$ cat config.mk
export PLATFORM = sky130hd
export DESIGN_NAME = game_sequencer
export DESIGN_NICKNAME = d
export VERILOG_FILES = /design/src/rtl/snake_seq_pkg.sv /design/src/rtl/game_sequencer_pb_edge.sv /design/src/rtl/game_sequencer.sv
export SDC_FILE = /design/constraint.sdc
export NUM_CORES = 1
export LEC_CHECK = 0
export CORE_MARGIN = 1.5
export CORE_UTILIZATION = 45
export CTS_CLUSTER_DIAMETER = 150
export DETAILED_ROUTE_END_ITERATION = 12
export PLACE_DENSITY = 0.68
export SLEW_MARGIN = 40
export SYNTH_ARGS = -nofsm -noshare
export SYNTH_HDL_FRONTEND = slang
export SYNTH_HIERARCHICAL = 1
export SYNTH_SLANG_ARGS = --single-unit
$ cat constraint.sdc
create_clock -name clk -period 1.8 [get_ports clk]
set_input_delay 0.36 -clock clk [delete_from_list [all_inputs] [get_ports clk]]
set_output_delay 0.36 -clock clk [all_outputs]
set_load 0.02 [all_outputs]
$ cat src/rtl/snake_seq_pkg.sv
// Shared types and constants for the snake game sequencer.
package snake_seq_pkg;

    typedef enum logic [2:0] {
        S_IDLE  = 3'd0,
        S_WAIT  = 3'd1,
        S_MOVE  = 3'd2,
        S_CHECK = 3'd3,
        S_GROW  = 3'd4,
        S_DRAW  = 3'd5,
        S_OVER  = 3'd6
    } state_t;

    // Default number of cycles DRAW waits for the renderer before giving up.
    localparam int DRAW_TIMEOUT_DEF = 255;

    // Frame ticks per move after reset, before any speed is latched.
    localparam logic [3:0] DIV_RESET = 4'd8;

    // Movement rate select to frame ticks per move.
    function automatic logic [3:0] speed_to_div(input logic [1:0] sel);
        case (sel)
            2'd0:    return 4'd8;
            2'd1:    return 4'd6;
            2'd2:    return 4'd4;
            default: return 4'd2;
        endcase
    endfunction

endpackage

$ cat src/rtl/game_sequencer_pb_edge.sv
// Push-button rising-edge detector: registers the level and emits a
// one-cycle pulse when it goes from low to high. A held button gives one pulse.
module pb_edge (
    input  logic clk,
    input  logic nrst,
    input  logic pb_i,
    output logic rise_o
);

    logic pb_q;
    logic pb_d;

    // History of the button level for edge comparison.
    always_comb begin
        pb_d = pb_i;
    end

    // History register; cleared on reset so a button held through reset
    // still produces an edge once reset is released.
    always_ff @(posedge clk or negedge nrst) begin
        if (!nrst) begin
            pb_q <= 1'b0;
        end else begin
            pb_q <= pb_d;
        end
    end

    assign rise_o = pb_i & ~pb_q;

endmodule

$ cat src/rtl/game_sequencer.sv
// Game sequencer: Moore FSM pacing movement, collision sampling, apple
// respawn and rendering of the snake game, with pause and draw watchdog.
module game_sequencer
    import snake_seq_pkg::*;
#(
    parameter int DRAW_TIMEOUT = DRAW_TIMEOUT_DEF
) (
    input  logic       clk,
    input  logic       nrst,
    input  logic       start_pb,
    input  logic       pause_pb,
    input  logic [1:0] speed_sel,
    input  logic       frame_tick,
    input  logic       good_coll,
    input  logic       bad_coll,
    input  logic       game_complete,
    input  logic       draw_done,
    output logic       sync_reset,
    output logic       move_en,
    output logic       coll_sample,
    output logic       apple_respawn,
    output logic       draw_start,
    output logic       game_over,
    output logic       paused,
    output logic       draw_timeout,
    output logic [2:0] state_o
);

    localparam logic [7:0] TIMEOUT_LAST = 8'(DRAW_TIMEOUT - 1);

    state_t     state_q,        state_d;
    logic [3:0] frame_cnt_q,    frame_cnt_d;
    logic [3:0] div_q,          div_d;
    logic [7:0] wait_cnt_q,     wait_cnt_d;
    logic       paused_q,       paused_d;
    logic       draw_timeout_q, draw_timeout_d;
    logic       sync_reset_q,   sync_reset_d;

    logic       start_rise;
    logic       pause_rise;

    pb_edge u_start_edge (
        .clk    (clk),
        .nrst   (nrst),
        .pb_i   (start_pb),
        .rise_o (start_rise)
    );

    pb_edge u_pause_edge (
        .clk    (clk),
        .nrst   (nrst),
        .pb_i   (pause_pb),
        .rise_o (pause_rise)
    );

    // Next-state and next-value logic for the sequencer.
    always_comb begin
        // NOTE: every variable gets a default before the case so no path
        // leaves one unassigned, which would otherwise infer a latch.
        state_d        = state_q;
        frame_cnt_d    = frame_cnt_q;
        div_d          = div_q;
        wait_cnt_d     = '0;
        paused_d       = paused_q;
        draw_timeout_d = draw_timeout_q;
        sync_reset_d   = 1'b0;

        case (state_q)
            S_IDLE, S_OVER: begin
                if (start_rise) begin
                    state_d        = S_WAIT;
                    sync_reset_d   = 1'b1;
                    frame_cnt_d    = '0;
                    paused_d       = 1'b0;
                    draw_timeout_d = 1'b0;
                    div_d          = speed_to_div(speed_sel);
                end
            end
            S_WAIT: begin
                if (pause_rise) begin
                    paused_d = ~paused_q;
                end
                // Ticks are judged against the pause state held this cycle.
                if (!paused_q && frame_tick) begin
                    if (frame_cnt_q == div_q - 4'd1) begin
                        frame_cnt_d = '0;
                        state_d     = S_MOVE;
                    end else begin
                        frame_cnt_d = frame_cnt_q + 4'd1;
                    end
                end
            end
            S_MOVE: begin
                div_d   = speed_to_div(speed_sel);
                state_d = S_CHECK;
            end
            S_CHECK: begin
                // A fatal collision or a finished game outranks growth.
                if (bad_coll || game_complete) begin
                    state_d = S_OVER;
                end else if (good_coll) begin
                    state_d = S_GROW;
                end else begin
                    state_d = S_DRAW;
                end
            end
            S_GROW: begin
                state_d = S_DRAW;
            end
            S_DRAW: begin
                if (draw_done) begin
                    state_d = S_WAIT;
                end else if (wait_cnt_q == TIMEOUT_LAST) begin
                    draw_timeout_d = 1'b1;
                    state_d        = S_WAIT;
                end else begin
                    wait_cnt_d = wait_cnt_q + 8'd1;
                end
            end
            default: begin
                state_d = S_IDLE;
            end
        endcase
    end

    // State and datapath registers, all cleared asynchronously.
    always_ff @(posedge clk or negedge nrst) begin
        if (!nrst) begin
            state_q        <= S_IDLE;
            frame_cnt_q    <= '0;
            div_q          <= DIV_RESET;
            wait_cnt_q     <= '0;
            paused_q       <= 1'b0;
            draw_timeout_q <= 1'b0;
            sync_reset_q   <= 1'b0;
        end else begin
            // NOTE: non-blocking assignments so every register samples the
            // values from before this edge, independent of statement order.
            state_q        <= state_d;
            frame_cnt_q    <= frame_cnt_d;
            div_q          <= div_d;
            wait_cnt_q     <= wait_cnt_d;
            paused_q       <= paused_d;
            draw_timeout_q <= draw_timeout_d;
            sync_reset_q   <= sync_reset_d;
        end
    end

    // Moore outputs decoded from registers only; the DRAW counter is zero
    // exactly on the entry cycle, which marks draw_start.
    assign sync_reset    = sync_reset_q;
    assign move_en       = (state_q == S_MOVE);
    assign coll_sample   = (state_q == S_CHECK);
    assign apple_respawn = (state_q == S_GROW);
    assign draw_start    = (state_q == S_DRAW) && (wait_cnt_q == 8'd0);
    assign game_over     = (state_q == S_OVER);
    assign paused        = paused_q;
    assign draw_timeout  = draw_timeout_q;
    assign state_o       = state_q;

endmodule

==> results of run 1 <==
## flip-flops by register name (all words and copies together), names as in the netlist
| signal | cells |
|---|---|
| draw_timeout | 1 |
| sync_reset | 1 |
| state_o | 3 |
| u_pause_edge/pb_q | 1 |
| u_start_edge/pb_q | 1 |
| div_q | 3 |
| wait_cnt_q | 8 |
| paused | 1 |
| frame_cnt_q | 4 |
## synthesized netlist by cell type (3+ instances only)
master,n
sky130_fd_sc_hd__nand4_1,3
sky130_fd_sc_hd__nand2_1,7
sky130_fd_sc_hd__ha_1,8
sky130_fd_sc_hd__and3_1,4
sky130_fd_sc_hd__a21oi_1,3
sky130_fd_sc_hd__nor2b_4,3
sky130_fd_sc_hd__inv_1,12
sky130_fd_sc_hd__dfrtp_1,22
sky130_fd_sc_hd__o21ai_0,8
sky130_fd_sc_hd__nor2_1,14
sky130_fd_sc_hd__xor2_1,7
sky130_fd_sc_hd__nand3_1,7
## per-layer routing
metal  wire, µm  share of wire  up-vias  GRT usage
met3        152          0.054        4    0.05442
met2       1406           0.50       34     0.3498
met5          0              0        -          0
li1           -              -      542          -
met1       1244           0.44      512     0.2355
met4         22         0.0078        0    0.03654
## power by group through the flow
| stage | combinational, µW | sequential, µW | clock (µW) |
|---|---|---|---|
| 6_report | 1550 | 776 | 240 |
| 3_3_place_gp | 1250 | 782 | 0 |
| 5_1_grt | 1680 | 800 | 271 |
| 2_1_floorplan | 793 | 815 | 0 |
| 3_5_place_dp | 1290 | 791 | 0 |
| 4_1_cts | 1340 | 768 | 255 |
## cells by family (layout without fill, tap and decap cells)
logic type	count (synthesis)	after routing	synth area share
flops	23	23	0.4349
simple gates	52	52	0.2302
mux	1	1	0.008490
xor+xnor	10	10	0.07642
fa+ha+maj	8	8	0.07547
compound gates	21	21	0.1198
buf+inv	16	61	0.05471
## layout make-up
class	count	area (µm²)	area share
timing repair buffer	45	384.1	0.2130
inverter	12	45.04	0.02498
tap	31	38.79	0.02151
clock inverter	1	5.005	0.002776
clock buffer	3	22.52	0.01249
sequential	23	578.1	0.3206
multi-input combinational	92	729.5	0.4046
## stage by stage
step           std cells  setup slack, ps  power, µW
3_5_place_dp         198           -284.6       2083
3_3_place_gp         198           -241.7       2033
5_1_grt              207           -223.3       2754
4_1_cts              205           -168.7       2361
6_report             207           -113.1       2561
2_1_floorplan        131            103.0       1608
## how the worst max path moves through the flow
stage	startpoint	endpoint	slack, ps	cells past startpoint
3_3_place_gp	wait_cnt_q[0]	draw_start	-240	6
4_1_cts	wait_cnt_q[0]	draw_start	-170	6
2_1_floorplan	wait_cnt_q[0]	draw_start	100	5
3_5_place_dp	wait_cnt_q[0]	draw_start	-280	6
5_1_grt	wait_cnt_q[0]	draw_start	-220	6
6_report	wait_cnt_q[0]	draw_start	-110	6
## what timing repair did
action / in CTS / in global routing
setup endpoints to repair: 9 / 7
setup buffers: 3 / 2
pin swaps: 2 / 4
resized for setup: 17 / 13
==> impl_metrics.yaml, run 1 <==
clock_tree:
  tritoncts.num_buffers: 3
  path_clk_slew_ps: 130
  post_cts_hold_buffer_count: 0
  cts.path.max_buffers: 2
  tritoncts_num_sinks: 23
  cts-root-buf: "sky130_fd_sc_hd__clkbuf_4"
  worst_skew_pair.late_latency_ps: 310
  tritoncts: "done"
  h-tree-depth: 1
setup_path:
  regToRegStartpoint: "state_o[1]"
  worstPathCellList: "inv_1 > ha_1 > nor4b_2 > nand3_1 > nor4_2 > buf_4"
  worst_ep_required_time_ps: 1440
  crit-reg2reg-capture: "frame_cnt_q[2]"
  critical_path.slowest_cell: "sky130_fd_sc_hd__dfrtp_1"
  critPathKind: "reg -> out"
  critPathTopFamily: "simple AND/OR/NAND/NOR gates"
  cp_num_buf_inv: 2
  reg2reg_depth: 6
  worst_ep_arrival_time_ps: 1550
  timing.critical_path.slowest_cell_delay_ps: 400
  worstSetupStartpointType: "flip-flop"
  setup.worst_path.end_class: "output port"
  ff2ff_setup_slack_ps: 30
  cp_max_fo: 2
synth:
  synth_largest_area_cell: "sky130_fd_sc_hd__dfrtp_1"
  synth_cell_types: 38
  ys_seq_elements: 23
  yosys_warnings: 6
  synthDominantCellAreaShare: 0.4151
  synthesis.area_um2: 1326
  async_flop_share: 1.000
  synth_edf_count: 0
  synth_sequential_area_ratio: 0.4349
  synthTopCellsByArea: "sky130_fd_sc_hd__dfrtp_1 (42%), sky130_fd_sc_hd__ha_1 (7.5%), sky130_fd_sc_hd__xor2_1 (4.6%), sky130_fd_sc_hd__nor2_1 (4.0%), sky130_fd_sc_hd__inv_1 (3.4%)"
  ys_dominant_reg_cell: "sky130_fd_sc_hd__dfrtp_1"
  synthesis.area_per_instance_um2: 10.12
  syn_inst_count: 131
  postSynthNetCount: 150
routing:
  route.final.wire_length_um: 2826
  route.detailed.wl_per_inst_um: 13.65
  post-route-drc-count: 0
  detailed_routing_iteration_count_for_the_pre_antenna_repair_pass: 4
  detail-route-antenna-nets: 0
  detailedRoute.firstIterationViolations: 31
  vias: 1092
  detail_route.vias_per_cell: 5.275
timing:
  fin_skew_ps: 3.977
  finalCriticalPeriod_ps: 1913
  worst_pin_slew_ps: 351.1
  setup_tns_ps: -113.1
  maximum_clock_rate_ghz: 0.5227
  grt_setup_unrepaired: "true"
  worst_slack_on_hold_paths_ps: 388.0
  timing.final.hold_violations: 0
  timing.max_slew.rel_slack: 0.7660
  setup_viol: 1
  layout_setup_ws_ps: -113.1
  finalMaxSlewViolations: 0
  timing.final.crit_share: 1.063
pwr:
  pwr-share-clk: 0.094
  power_per_cell_area_nw_per_um2: 1421
  power.ir.vdd_worst_mv: 0.9986
  power.switching_fraction: 0.4010
  power_report.internal_total_uw: 1534
  power.net_switching_uw: 1027
  sequential_power_share: 0.303
  power.share.combinational: 0.604
  leakage_uw: 0.0008554
die:
  design.die.area_um2: 3282
  ioPinCount: 22
  starting_density_of_the_core: 0.4768
  placeableCoreArea_um2: 2781
  die_w_um: 57.29
  chipHeight_um: 57.29
  rows: 19
final_layout:
  areaGrowthSynthToFinish_pct: 35.94
  fillers: 234
  mostFrequentLayoutCell: "sky130_fd_sc_hd__buf_4"
  final_cell_mix: "sky130_fd_sc_hd__buf_4 (23), sky130_fd_sc_hd__dfrtp_1 (21), sky130_fd_sc_hd__clkdlybuf4s50_1 (14), sky130_fd_sc_hd__nor2_1 (13), sky130_fd_sc_hd__inv_1 (11)"
  drive_above_1_share: 0.2841
  final_nets: 196
  num_antenna_cells: 0
  layout.cell_area.non_filler_um2: 1803
  utilization: 0.6482
global_route:
  antenna_found_initial: 0
  grt.total_usage: 0.1951
  global_route_total_overflow: 0
  via_count_of_the_first_global_routing_pass: 1091
  grt_max_degree: 24
  wire_length_of_the_first_global_routing_pass_um: 4954
placed_design:
  place.gp.congestion: 0.7850
  place.detailed.hpwl_um: 2124
  placed_instance_area_um2: 1697
  numPortBuffers: 21
job:
  maxCapViolations: 0
outcome:
  status: "complete, but fails checks"
  failed_checks: "setup timing"
min_path:
  holdCritPathClass: "in -> async"
Power figures use the tool's default switching activity.
==> inputs of run 2 (changes only) <==
- ABC_CLOCK_PERIOD_IN_PS: not set -> 1800
- SKIP_LAST_GASP: not set -> 1
==> results of run 2 <==
Same layout as run 1: the final DEF is identical, and so are final timing and power.
Among the figures that moved: number of gates resized after CTS 17 -> 16; wire length of the first global-routing pass 4954 µm -> 4940 µm; via count of the first global-routing pass 1091 -> 1087; overall routing resource usage 0.1951 -> 0.1946; met2 usage 0.3498 -> 0.3481
